`config.mk`:
```
export PLATFORM = sky130hd
export DESIGN_NAME = sram_wb_bridge
export DESIGN_NICKNAME = d
export VERILOG_FILES = /design/src/rtl/sram_wb_bridge.sv
export SDC_FILE = /design/constraint.sdc
export NUM_CORES = 1
export LEC_CHECK = 0
export CORE_MARGIN = 10
export CORE_UTILIZATION = 27
export CTS_CLUSTER_DIAMETER = 100
export DETAILED_ROUTE_END_ITERATION = 8
export HOLD_SLACK_MARGIN = 0.1
export PLACE_DENSITY = 0.8
export SLEW_MARGIN = 40
export SYNTH_ARGS = -nofsm -noshare
export SYNTH_HDL_FRONTEND = slang
export SYNTH_SLANG_ARGS = --single-unit
```
`constraint.sdc`:
```
create_clock -name wb_clk_i -period 1.58 [get_ports wb_clk_i]
set_clock_uncertainty 0.1 [all_clocks]
set_input_delay 0.237 -clock wb_clk_i [delete_from_list [all_inputs] [get_ports wb_clk_i]]
set_output_delay 0.237 -clock wb_clk_i [all_outputs]
set_load 0.1 [all_outputs]
```
`src/rtl/sram_wb_bridge.sv`:
```
// Wishbone slave that maps a 1 KB window onto a single-port SRAM macro.
// Each request makes at most one SRAM access; reads wait one extra cycle for the macro output.
module sram_wb_bridge #(
    parameter logic [31:0] BASE_ADDR  = 32'h3000_0000,
    parameter int unsigned ADDR_WIDTH = 8
) (
    input  logic                  wb_clk_i,
    input  logic                  wb_rst_i,
    input  logic                  wbs_cyc_i,
    input  logic                  wbs_stb_i,
    input  logic                  wbs_we_i,
    input  logic [3:0]            wbs_sel_i,
    input  logic [31:0]           wbs_adr_i,
    input  logic [31:0]           wbs_dat_i,
    output logic                  wbs_ack_o,
    output logic [31:0]           wbs_dat_o,
    output logic                  sram_csb0,
    output logic                  sram_web0,
    output logic [3:0]            sram_wmask0,
    output logic [ADDR_WIDTH-1:0] sram_addr0,
    output logic [31:0]           sram_din0,
    input  logic [31:0]           sram_dout0
);

    typedef enum logic [1:0] {
        IDLE,
        RD_WAIT,
        ACK
    } state_t;

    state_t state;
    state_t state_next;
    logic   hit;

    assign hit       = wbs_cyc_i & wbs_stb_i & (wbs_adr_i[31:10] == BASE_ADDR[31:10]);
    assign wbs_ack_o = (state == ACK);

    always_ff @(posedge wb_clk_i) begin
        if (wb_rst_i) begin
            state     <= IDLE;
            wbs_dat_o <= '0;
        end else begin
            state <= state_next;
            // Macro output is valid after its negedge, so capture on leaving RD_WAIT.
            if (state == RD_WAIT && wbs_cyc_i) begin
                wbs_dat_o <= sram_dout0;
            end
        end
    end

    always_comb begin
        state_next  = state;
        sram_csb0   = 1'b1;
        sram_web0   = ~wbs_we_i;
        sram_wmask0 = wbs_sel_i;
        sram_addr0  = wbs_adr_i[ADDR_WIDTH+1:2];
        sram_din0   = wbs_dat_i;
        unique case (state)
            IDLE: begin
                if (hit && !wb_rst_i) begin
                    if (wbs_we_i) begin
                        // An all-zero byte mask is acknowledged without touching the macro.
                        sram_csb0  = (wbs_sel_i == 4'b0000);
                        state_next = ACK;
                    end else begin
                        sram_csb0  = 1'b0;
                        state_next = RD_WAIT;
                    end
                end
            end
            RD_WAIT: begin
                state_next = wbs_cyc_i ? ACK : IDLE;
            end
            ACK: begin
                state_next = IDLE;
            end
            default: begin
                state_next = IDLE;
            end
        endcase
    end

endmodule

```
==> flow_summary_export.csv <==
group,metric,value,unit
setup_path,critical_path_class,"input pin to primary output",
cts,cts_root_buffer,"clkbuf_8",
setup_path,startpoint_type,"input pin",
timing,finalSetupViolCount,1,
routing,ant_nets,0,
place,io_buffers,101,
routing,wirelength,5480,um
cells_and_area,num-nets-final,379,
synth,synth.distinct_cells,21,
cells_and_area,syn2layout_area_growth,82.9,%
synth,synth_nets,312,
synth,synth_area_per_cell,7.72,um^2
floorplan,pin_count,184,
timing,min_period,1.71,ns
floorplan,start_util,28.3,%
grt,grtUsageTotal,11.3,%
routing,wl_per_cell,15.8,um
cts,cts.sinks,34,
place,dp_hpwl,4310,um
timing,slew_headroom,75.7,%
floorplan,die_x,97.0,um
setup_path,crit_slowest_cell,"nor4_2",
floorplan,rows,27,
timing,setup_slack,-0.130,ns
routing,via_per_inst,4.45,
synth,ys_seq_elements,34,
synth,ys_seq_area_share,42.6,%
setup_path,arrival,1.37,ns
timing,final-hold-violation-count,0,
cells_and_area,drive_gt1_share,32.8,%
routing,drt_pre_antenna_iters,4,
routing,drtIter0Drc,42,
cells_and_area,post-route-util,51.8,%
timing,fmax,0.585,GHz
timing,rsz0062_at_grt,"yes",
timing,tns,-0.130,ns
grt,grt_max_degree,34,
timing,maxSlewViolCount,0,
cts,cts_buffer_depth,2,
setup_path,cp.required,1.24,ns
cts,ctsHoldBuffers,0,
grt,grt_pass1_vias,1693,
synth,synth_top_cell_by_area,"dfxtp_1",
cells_and_area,antennaDiodeCount,0,
grt,antenna_found_initial,0,
run,drv_cap,0,
grt,grt_overflow,0,
routing,vias,1538,
floorplan,die_h,97.0,um
synth,syn_inst,207,
outcome,violations,"setup timing",
setup_path,path_cells,"buf_2, nor4_2, nand4_1, nor4_4, o21ai_2, buf_12",
cts,htreeDepth,2,
outcome,status,"complete, but fails checks",
synth,yosys_warnings,0,
cells_and_area,final_cell_mix,"65 x nand2_1, 40 x buf_12, 34 x dfxtp_1",
setup_path,crit_path_max_fanout,2,
cts,cts_tree,"yes",
synth,synth_top_area_share,42.6,%
cts,cts_buffers,5,
setup_path,critPathBufInv,2,
cells_and_area,final_common_cell,"nand2_1",
pwr,ir_worst_vdd,0.366,mV
setup_path,endpoint_kind,"primary output",
routing,drc,0,
synth,syn_area,0.00160,mm^2
pwr,fin_total_pwr,0.00171,W
timing,fin_crit_sh,108,%
timing,tightestPinTransition,0.364,ns
place,gp_congestion,0.702,
pwr,cellPowerDensity,586,mW/mm^2
cts,clock_latency,0.27,ns
synth,synth.area.top_cells,"dfxtp_1 43%, buf_4 21%, nand2_1 15%",
setup_path,critical-path-max-stage-delay,0.28,ns
floorplan,core_area,0.00564,mm^2
cts,path_clk_slew,0.07,ns
timing,hold_ws,0.317,ns
grt,grt_pass1_wl,8860,um
setup_path,crit_family,"simple AND/OR/NAND/NOR gates",
min_path,min_path_type,"input pin to register",
floorplan,dieArea,0.00940,mm^2
pwr,leakagePower,1.09,nW
-- sequential cells by signal, summed over array words and instances, names as in the netlist --
| register | cells |
|---|---|
| state | 2 |
| wbs_dat_o | 32 |
-- cells in the mapped netlist --
library cell and count:
and4bb_1 1, nand3_1 1, o21a_1 1, nor4_2 1
a21oi_1 33, buf_2 7, nor4bb_1 1, buf_4 44
and2_1 1, nand4_1 1, nor4_1 3, nor3_1 2
nor2b_1 1, inv_1 1, nor2_1 3, clkbuf_1 4
or2_2 1, o21ai_0 1, or4_1 1, dfxtp_1 34
nand2_1 65
-- worst paths after layout --
path,start,end,slack (ns),cells after the start
max,wbs_adr_i[18],sram_csb0,-0.13,6
min,wbs_adr_i[30],state[0]$_SDFFE_PP0P_,0.32,5
max reg2reg,state[0]$_SDFFE_PP0P_,wbs_dat_o[9]$_SDFFE_PP0P_,0.13,5
min reg2reg,wbs_dat_o[29]$_SDFFE_PP0P_,wbs_dat_o[29]$_SDFFE_PP0P_,0.39,2
-- layer usage --
layer	track usage, %	vias up	share of wire [%]
li1	-	756	-
met1	10.5	698	33
met2	21.0	72	55
met3	5.96	12	10
met4	3.16	0	0.80
met5	0	-	0
-- cells by family (layout without fill, tap and decap cells) --
logic type,after synthesis,after routing,synth area share (%)
AOI/OAI and AO/OA,35,35,11.1
buffers and inverters,56,123,24.0
DFF,34,34,42.6
and+or+nand+nor,82,82,22.3
-- metrics by stage --
stage / setup slack (ns) / cell area, um^2 / std cells
finish: -0.130 / 2920 / 346
global route: -0.247 / 2920 / 346
CTS: -0.107 / 2900 / 348
detailed placement: -0.517 / 2800 / 334
global placement: -0.483 / 2800 / 334
floorplan: -0.362 / 1610 / 207
-- timing repair --
action | in CTS | in global routing
resized for setup | 76 | 16
pin swaps | 12 | 6
endpoints found under the setup margin | 1 | 2
buffers inserted | 7 | 0
-- area by class of cell --
type	count	area [um^2]
Fill cell	494	2720
Timing Repair Buffer	115	1460
Sequential cell	34	681
Multi-Input combinational cell	117	613
Tap cell	72	90.1
Clock buffer	5	68.8
Clock inverter	2	10.0
Inverter	1	3.75
-- worst reg2reg max path: cells and delay by family (launching register included) --
family	cells	cell delay, ns
AND/OR/NAND/NOR	3	0.50
flip-flops	1	0.44
buffers and inverters	1	0.20
AO/OA/AOI/OAI	1	0.07
-- power by group --
group,total (W),switching (W),internal [W]
Combinational,0.000261,0.000107,0.000153
Sequential,0.000857,0.0000000000118,0.000857
Clock,0.000595,0.000299,0.000296
Power figures use the tool's default switching activity.
